$ cat config.mk
export PLATFORM = sky130hd
export DESIGN_NAME = controle_temporizador_flat
export DESIGN_NICKNAME = d
export VERILOG_FILES = /design/src/rtl/controle_temporizador_if.sv /design/src/rtl/controle_temporizador.sv /design/src/flat_wrapper.sv
export SDC_FILE = /design/constraint.sdc
export NUM_CORES = 1
export LEC_CHECK = 0
export ABC_AREA = 1
export BUFFER_PORTS_ARGS = -buffer_cell sky130_fd_sc_hd__buf_2
export CAP_MARGIN = 0
export CORE_AREA = 5 5 42 44
export CTS_CLUSTER_SIZE = 28
export DETAILED_ROUTE_END_ITERATION = 7
export DIE_AREA = 0 0 47 49
export PLACE_DENSITY_LB_ADDON = 0.05
export RECOVER_POWER = 50
export SYNTH_ARGS = -nofsm -noshare
export SYNTH_HDL_FRONTEND = slang
export SYNTH_SLANG_ARGS = --single-unit
export TNS_END_PERCENT = 30
$ cat constraint.sdc
create_clock -name clk -period 3.18 [get_ports clk]
set_input_delay 0.318 -clock clk [delete_from_list [all_inputs] [get_ports clk]]
set_output_delay 0.318 -clock clk [all_outputs]
set_load 0.01 [all_outputs]
$ cat src/rtl/controle_temporizador_if.sv
// Control bus between user logic / digit-counter chain and the timer FSM.
// Carries start/pause/clear and tc_in in, load/en/busy/done out.
interface controle_temporizador_if #(
  parameter int NUM_DIGITS = 4
);
  logic                  start;
  logic                  pause;
  logic                  clear;
  logic [NUM_DIGITS-1:0] tc_in;
  logic                  load;
  logic [NUM_DIGITS-1:0] en;
  logic                  busy;
  logic                  done;

  modport master (
    output start, pause, clear, tc_in,
    input  load, en, busy, done
  );

  modport slave (
    input  start, pause, clear, tc_in,
    output load, en, busy, done
  );
endinterface

$ cat src/rtl/controle_temporizador.sv
// Countdown-timer FSM: loads a cascaded digit down-counter chain, then steps
// it once per prescaled tick, gating each digit by the borrows below it and
// stopping at all-zero. Ports: clk, reset (async, active-high), bus (slave):
// start/pause/clear/tc_in in, load/en/busy/done out.
// Optional: define ALARM_TIMEOUT_EN to auto-return DONE -> IDLE after
// ALARM_TICKS ticks.
module controle_temporizador #(
  parameter int NUM_DIGITS  = 4,
  parameter int TICK_DIV    = 4,
  parameter int ALARM_TICKS = 3
) (
  input  logic                   clk,
  input  logic                   reset,
  controle_temporizador_if.slave bus
);

  localparam int PCW =
    (TICK_DIV > 1) ? $clog2(TICK_DIV) : 1;
  localparam logic [PCW-1:0] PC_MAX =
    PCW'(TICK_DIV - 1);

  typedef enum logic [2:0] {
    IDLE,
    LOAD,
    RUN,
    PAUSE,
    DONE
  } state_t;

  state_t                state;
  state_t                nxt;
  logic [PCW-1:0]        pc;
  logic                  load_q;
  logic                  busy_q;
  logic                  done_q;
  logic                  tick;
  logic                  pc_top;
  logic                  all_tc;
  logic                  alarm_exp;
  logic [NUM_DIGITS-1:0] borrow;
  logic [NUM_DIGITS-1:0] en_w;

  assign pc_top = (pc == PC_MAX);
  assign tick   = (state == RUN) && pc_top;
  assign all_tc = &bus.tc_in;

`ifdef ALARM_TIMEOUT_EN
  localparam int AW =
    (ALARM_TICKS > 1) ? $clog2(ALARM_TICKS + 1) : 1;

  logic [AW-1:0] acnt;

  assign alarm_exp = (state == DONE) && pc_top &&
                     (acnt == AW'(ALARM_TICKS - 1));

  always_ff @(posedge clk or posedge reset) begin
    if (reset) begin
      acnt <= '0;
    end else if (state != DONE) begin
      acnt <= '0;
    end else if (pc_top) begin
      acnt <= acnt + 1'b1;
    end
  end
`else
  logic unused_alarm;

  assign alarm_exp    = 1'b0;
  assign unused_alarm = (ALARM_TICKS != 0);
`endif

  // Digit i may step only when every lower digit sits at zero.
  always_comb begin
    logic [NUM_DIGITS-1:0] m;
    borrow = '0;
    for (int i = 0; i < NUM_DIGITS; i++) begin
      m = (NUM_DIGITS'(1) << i) - NUM_DIGITS'(1);
      borrow[i] = ((bus.tc_in & m) == m);
    end
  end

  // A tick is dropped if it meets pause/clear or the chain is at zero.
  always_comb begin
    en_w = '0;
    if (tick && !clear_i() && !bus.pause && !all_tc)
      en_w = borrow;
  end

  function automatic logic clear_i();
    return bus.clear;
  endfunction

  always_comb begin
    nxt = state;
    if (bus.clear) begin
      nxt = IDLE;
    end else begin
      unique case (state)
        IDLE: begin
          if (!bus.pause && bus.start)
            nxt = LOAD;
        end
        LOAD: begin
          nxt = RUN;
        end
        RUN: begin
          if (bus.pause)
            nxt = PAUSE;
          else if (tick && all_tc)
            nxt = DONE;
        end
        PAUSE: begin
          if (!bus.pause && bus.start)
            nxt = RUN;
        end
        DONE: begin
          if (!bus.pause && bus.start)
            nxt = LOAD;
          else if (alarm_exp)
            nxt = IDLE;
        end
        default: begin
          nxt = IDLE;
        end
      endcase
    end
  end

  always_ff @(posedge clk or posedge reset) begin
    if (reset) begin
      state  <= IDLE;
      pc     <= '0;
      load_q <= 1'b0;
      busy_q <= 1'b0;
      done_q <= 1'b0;
    end else begin
      state  <= nxt;
      load_q <= (nxt == LOAD);
      busy_q <= (nxt == LOAD) ||
                (nxt == RUN)  ||
                (nxt == PAUSE);
      done_q <= (nxt == DONE);
      if (bus.clear) begin
        pc <= '0;
      end else begin
        unique case (state)
          RUN: begin
            // Pause freezes pc so resume keeps phase.
            if (!bus.pause)
              pc <= pc_top ? '0 : pc + 1'b1;
          end
          PAUSE: begin
            pc <= pc;
          end
          DONE: begin
`ifdef ALARM_TIMEOUT_EN
            pc <= pc_top ? '0 : pc + 1'b1;
`else
            pc <= '0;
`endif
          end
          default: begin
            pc <= '0;
          end
        endcase
      end
    end
  end

  assign bus.load = load_q;
  assign bus.busy = busy_q;
  assign bus.done = done_q;
  assign bus.en   = en_w;

endmodule

$ cat src/flat_wrapper.sv
// flat-port wrapper written by rule: the top's interface ports become plain ports
module controle_temporizador_flat 
#(
  parameter int NUM_DIGITS  = 4,
  parameter int TICK_DIV    = 4,
  parameter int ALARM_TICKS = 3
)
  (clk, reset, bus_start, bus_pause, bus_clear, bus_tc_in, bus_load, bus_en, bus_busy, bus_done);
  controle_temporizador_if #(.NUM_DIGITS(NUM_DIGITS)) bus_i ();
  input  logic clk;
  input  logic reset;
  input wire logic [$bits(bus_i.start)-1:0] bus_start;
  input wire logic [$bits(bus_i.pause)-1:0] bus_pause;
  input wire logic [$bits(bus_i.clear)-1:0] bus_clear;
  input wire logic [$bits(bus_i.tc_in)-1:0] bus_tc_in;
  output wire logic [$bits(bus_i.load)-1:0] bus_load;
  output wire logic [$bits(bus_i.en)-1:0] bus_en;
  output wire logic [$bits(bus_i.busy)-1:0] bus_busy;
  output wire logic [$bits(bus_i.done)-1:0] bus_done;
  assign bus_i.start = bus_start;
  assign bus_i.pause = bus_pause;
  assign bus_i.clear = bus_clear;
  assign bus_i.tc_in = bus_tc_in;
  assign bus_load = bus_i.load;
  assign bus_en = bus_i.en;
  assign bus_busy = bus_i.busy;
  assign bus_done = bus_i.done;
  controle_temporizador #(.NUM_DIGITS(NUM_DIGITS), .TICK_DIV(TICK_DIV), .ALARM_TICKS(ALARM_TICKS)) u_core (.clk(clk), .reset(reset), .bus(bus_i));
endmodule
==> reports/metrics.cfg, run 1 <==
[sta]
finalSetupTns_ns=0
period_minus_slack_ns=1.71
max_freq_mhz=585
maxSlewViolCount=0
hold_violations=4
holdWs_ns=-0.000685
worst_clock_skew_ns=0.00280
relSlewSlack_pct=79.4
final.period_utilization_pct=53.7
tightest_slew_ns=0.308
grt_setup_unrepaired=no
setup_viol=0

[synthesis]
postSynthCellCount=61
synthXorXnorAreaFrac_pct=0
synth_fa_ha_area_share_pct=2.58
synth-main-ff-cell=dfrtp_1
synth_edf_count=0
syn_nets=71
ys.warnings.count=0
syn_area_per_cell_um2=7.94
synthArstFlopShare_pct=100
synth_common_cells=nand2_1 (16), inv_1 (10), dfrtp_1 (8)
synth_top_area_share_pct=41.3
synth-simple-area-share_pct=35.1
synth_most_common_cell=nand2_1
synth_seq_cells=8
synth-compound-area-share_pct=10.1
synth_top_family_by_area=simple AND/OR/NAND/NOR gates
netlist.top_cell.by_area=dfrtp_1
synthMuxAreaShare_pct=0
synthTopCellsByArea=dfrtp_1 (41%), nand2_1 (12%), inv_1 (7.8%)
ys_types=21
ys_seq_area_share_pct=41.3
syn_area_um2=484

[finish]
final_area_um2=601
layout.nets=91
fill_cells=163
instances_no_fill=95
drive_above_1_share_pct=36.7
syn_to_final_growth_pct=24.0
multiInputGateArea_um2=231
antenna_cells=0
register_area_um2=200
utilization_pct=42.9

[power]
p_per_area_nw_per_um2=367
p_leak_nw=0.371
power_mw=0.220
ir_drop_mv=0.171

[routing]
routed_wl_mm=1.01
viasPerCell=4.55
drt-initial-drc-count=18
vias=432
wl_per_cell_um=10.7
final_antenna_net_count=0
drt_drc_violations_left=0
drt_pass1_iterations=4

[global_routing]
antenna_found_initial=0
track_usage_pct=10.0
grt_pass1_wl_mm=1.65
grt_pass1_vias=388
grt_max_degree=9
grt_overflow_total=0

[clock_tree]
clock-root-buffer=clkbuf_4
numClockSinks=8
post_cts_resized=0
clk_latency_ns=0.25
h-tree-depth=1
cts_tree=yes
cts_setup_buffers=0
clock_path_buffers=2
cts_hold_buf=0
clkTransAtPathRegs_ns=0.05
cts_buffers=3

[setup_path]
cp.required_ns=2.86
setup.worst_path.end_class=output pin
r2r_cells=8
worst-setup-path-type=flop to output pin
worstSetupStartpointType=flop
cp_max_fo=3
crit_arrival_ns=1.39

[floorplanning]
ios=16
start_util_pct=34.6
die_x_um=47
die_h_um=49
fp-row-count=14
core_um2=1400
die-area_um2=2300

[status]
status=finished, violations left
violations=negative hold slack

[placement]
dp_hpwl_um=828
dp.cells=92
gp_congestion=0.712
port_buffers=15
placement.cell_area_um2=579

[job]
maxCapViolCount=0

[min_path]
hp-class=input port to asynchronous set/reset pin

[state kept, by name, indices dropped and copies added, names as in the netlist]
register	flops
u_core.bus.busy	1
u_core.bus.load	1
u_core.bus.done	1
u_core.state	3
u_core.pc	2
[layer usage]
| metal | track usage [%] | up-vias | part of all wire, % |
|---|---|---|---|
| met5 | 0 | - | 0 |
| met4 | 6.91 | 0 | 2.2 |
| met3 | 1.85 | 3 | 8.9 |
| met2 | 12.9 | 13 | 44 |
| met1 | 14.5 | 190 | 45 |
| li1 | - | 226 | - |
[cells by family (layout without fill, tap and decap cells)]
kind of cell,after synthesis,count (layout)
DFF,8,8
AOI/OAI and AO/OA,6,6
adders and majority gates,1,1
buffers and inverters,14,32
and+or+nand+nor,32,32
[path summary, 6_finish.rpt]
kind                       slack (ns)         start              end
setup / recovery                 1.47  u_core.pc[0]        bus_en[2]
hold / removal                -0.0007         reset     u_core.pc[1]
setup reg to reg                 1.99  u_core.pc[0]  u_core.bus.busy
hold reg to reg                  0.55  u_core.pc[1]     u_core.pc[1]
max in group asynchronous        2.95         reset  u_core.state[2]
min in group clk                 0.38     bus_clear     u_core.pc[1]
[cells in the final DEF, fill, tap and decap left out]
cell type  netlist  final
nand3_1          3      3
nand2_2          2      2
nor2_4           2      2
and3_1           1      1
nor3b_1          1      1
nand2_4          1      1
nor3_1           1      1
dfrtp_1          8      8
nor2_1           2      2
inv_2            4      4
o32ai_1          1      1
a21oi_2          1      1
a21boi_0         2      2
inv_1           10     10
ha_1             1      1
clkbuf_4         0      3
nor2_2           1      1
nand3_2          1      1
clkbuf_1         0      1
nand2_1         16     16
buf_2            0     14
nand4_1          1      1
o21ai_0          1      1
o2111a_1         1      1
[report_power, final]
group	switching, mW	leakage [nW]	internal, mW	total (mW)
Sequential	0.00261	0.109	0.106	0.109
Clock	0.0339	0.0138	0.0431	0.0770
Combinational	0.0218	0.248	0.0127	0.0345
[through the flow]
| step | worst slack [ns] | hold slack (ns) |
|---|---|---|
| final | 1.47 | -0.000685 |
| after CTS | 1.46 | 0.00568 |
| after detailed placement | 1.74 | 0.274 |
| after floorplan | 1.78 | 0.134 |
| after global placement | 1.74 | 0.272 |
| after global routing | 1.35 | 0.0242 |
[area by class of cell]
type / instances / area share (%)
Multi-Input combinational cell: 39 / 38.5
Sequential cell: 8 / 33.3
Tap cell: 16 / 3.33
Inverter: 14 / 8.75
Clock buffer: 3 / 3.75
Timing Repair Buffer: 15 / 12.3
[worst max-delay path, cell delays in order, from the launching register on]
cell and delay, ns:
dfrtp_1 0.37, ha_1 0.17, inv_1 0.07, nor2_4 0.14, nand2_4 0.07, nor3b_1 0.17, buf_2 0.16
No activity file was read; power rests on OpenSTA's default activity.
==> run 2: changes to the inputs <==
==> constraint.sdc (replaced) <==
create_clock -name clk -period 1.6 [get_ports clk]
set_input_delay 0.16 -clock clk [delete_from_list [all_inputs] [get_ports clk]]
set_output_delay 0.16 -clock clk [all_outputs]
set_load 0.01 [all_outputs]
==> run 2 against run 1 <==
- the flow now finishes without violations
- total power is 100% higher
- clock skew is 0.0014 ns higher
- critical path depth up 1
- count of clock-buffer cells in the layout did not move
- sequential power grew 100%
- global-route usage up 0.93 points
- wire length is 10% higher
- sequential cell count is the same
- register-to-register slack got worse by 1.7 ns
==> reports/metrics.cfg, run 2 (synthesis results as in run 1) <==
[status]
status=completed

[clock_tree]
clk_latency_ns=0.24
cts_buffers=3
h-tree-depth=1
clock_path_buffers=2
clkTransAtPathRegs_ns=0.05
clock-root-buffer=clkbuf_4
numClockSinks=8
cts_tree=yes

[power]
swShare_pct=25.4
p_int_mw=0.330
ir_drop_mv=0.383
pwr-share-seq_pct=49.3
p_per_area_nw_per_um2=659
p_clk_share_pct=32.6
power_mw=0.443
p_leak_nw=0.400
switchingPower_mw=0.113
p_comb_share_pct=18.1

[finish]
final_common_cell=nand2_1
final_area_um2=672
utilization_pct=47.9
regMostFlops=u_core.state
drive_above_1_share_pct=41.4
syn_to_final_growth_pct=38.8
largest_register_ffs=3
layout.nets=99
antenna_cells=0
final_cell_mix=nand2_1 (16), buf_2 (13), inv_1 (10)
fill_cells=142
instances_no_fill=103
reg.largest.list=u_core.state: 3 flops, u_core.pc: 2 flops

[placement]
gp_congestion=0.713
dp.cells=92
dp_hpwl_um=841
pre_cts_ws_ns=0.315
port_buffers=15
placement.cell_area_um2=579

[min_path]
hold_path.startpoint=bus_clear
hp-class=input port to flop

[global_routing]
antenna_found_initial=0
grt_pass1_vias=430
track_usage_pct=11.0
grt_overflow_total=0
grt_max_degree=9
grt_pass1_wl_mm=1.81

[setup_path]
cp_slowest_cell=dfrtp_1
cp.buffers_inverters=2
cp_max_fo=3
critPathMaxStageDelay_ns=0.40
critical_path.cell_chain=inv_2 -> nand3_4 -> nor2_4 -> nand2_4 -> nor2_4 -> and3_1 -> buf_2
worst-setup-path-type=flop to output pin
cp.required_ns=1.44
r2r-start=u_core.state[0]
worstSetupStartpointType=flop
critPathLaunch=u_core.state[2]
path_delay_family=simple AND/OR/NAND/NOR gates
setup.worst_path.end_class=output pin
path_common_cell=nor2_4
crit_arrival_ns=1.38

[floorplanning]
die-area_um2=2300
fp-row-count=14
die_x_um=47
ios=16
die_h_um=49
start_util_pct=34.6
core_um2=1400

[routing]
drt_drc_violations_left=0
routed_wl_mm=1.12
viasPerCell=4.63
final_antenna_net_count=0
wl_per_cell_um=10.8
drt-initial-drc-count=12
vias=477
drt_pass1_iterations=4

[sta]
holdWs_ns=0.229
period_minus_slack_ns=1.54
finalSetupTns_ns=0
layout_setup_ws_ns=0.0595
setup_viol=0
final.period_utilization_pct=96.3
worst_clock_skew_ns=0.00417
max_freq_mhz=649
hold_violations=0
grt_setup_unrepaired=yes
maxSlewViolCount=0
relSlewSlack_pct=80.7
tightest_slew_ns=0.289

[job]
maxCapViolCount=0

run 2: changes by cell type in the layout (fill, tap and decap cells not counted):
cell           before  now
clkbuf_1            1    2
buf_2              14   13
ha_1                1    0
nand3_4             0    1
ha_2                0    1
buf_4               0    7
nand3_2             1    0
dlygate4sd3_1       0    1
run 2: worst paths after layout:
kind | cells past startpoint | end | slack (ns)
worst max-delay path | 7 | bus_en[3] | 0.06
worst min-delay path | 4 | u_core.state[0] | 0.23
worst max register to register | 6 | u_core.bus.done | 0.27
worst min register to register | 2 | u_core.pc[1] | 0.56
max in group asynchronous | 3 | u_core.bus.done | 0.99
min in group asynchronous | 3 | u_core.state[1] | 0.39
run 2: power by group through the flow:
stage	registers, mW	clock network, mW	logic, mW
finish	0.218	0.144	0.0803
global route	0.219	0.164	0.0917
CTS	0.217	0.153	0.0720
detailed placement	0.220	0	0.0696
global placement	0.220	0	0.0698
floorplan	0.222	0	0.0414
run 2: final cells by class:
cell class	count	area [um2]	area share, %
multi-input cells	39	241	35.9
flip-flops and latches	8	200	29.8
repair buffers	23	135	20.1
inverters	14	52.6	7.82
clock buffers	3	22.5	3.35
well taps	16	20.0	2.98
run 2: per-layer routing:
metal / track usage, % / wire length, um / vias up
met2: 14.0 / 528 / 22
met5: 0 / 0 / -
met4: 6.91 / 14 / 0
met1: 15.4 / 468 / 208
li1: - / - / 245
met3: 3.32 / 106 / 2
run 2: what timing repair did:
action	4_1_cts	5_1_grt
setup buffers	0	7
resized for setup	0	2
hold buffers	1	0
hold endpoints to repair	8	0
setup endpoints to repair	0	2
run 2: worst min-delay path: stages:
cell     delay [ns]
buf_2          0.10
a21oi_2        0.06
nand2_1        0.08
inv_1          0.04
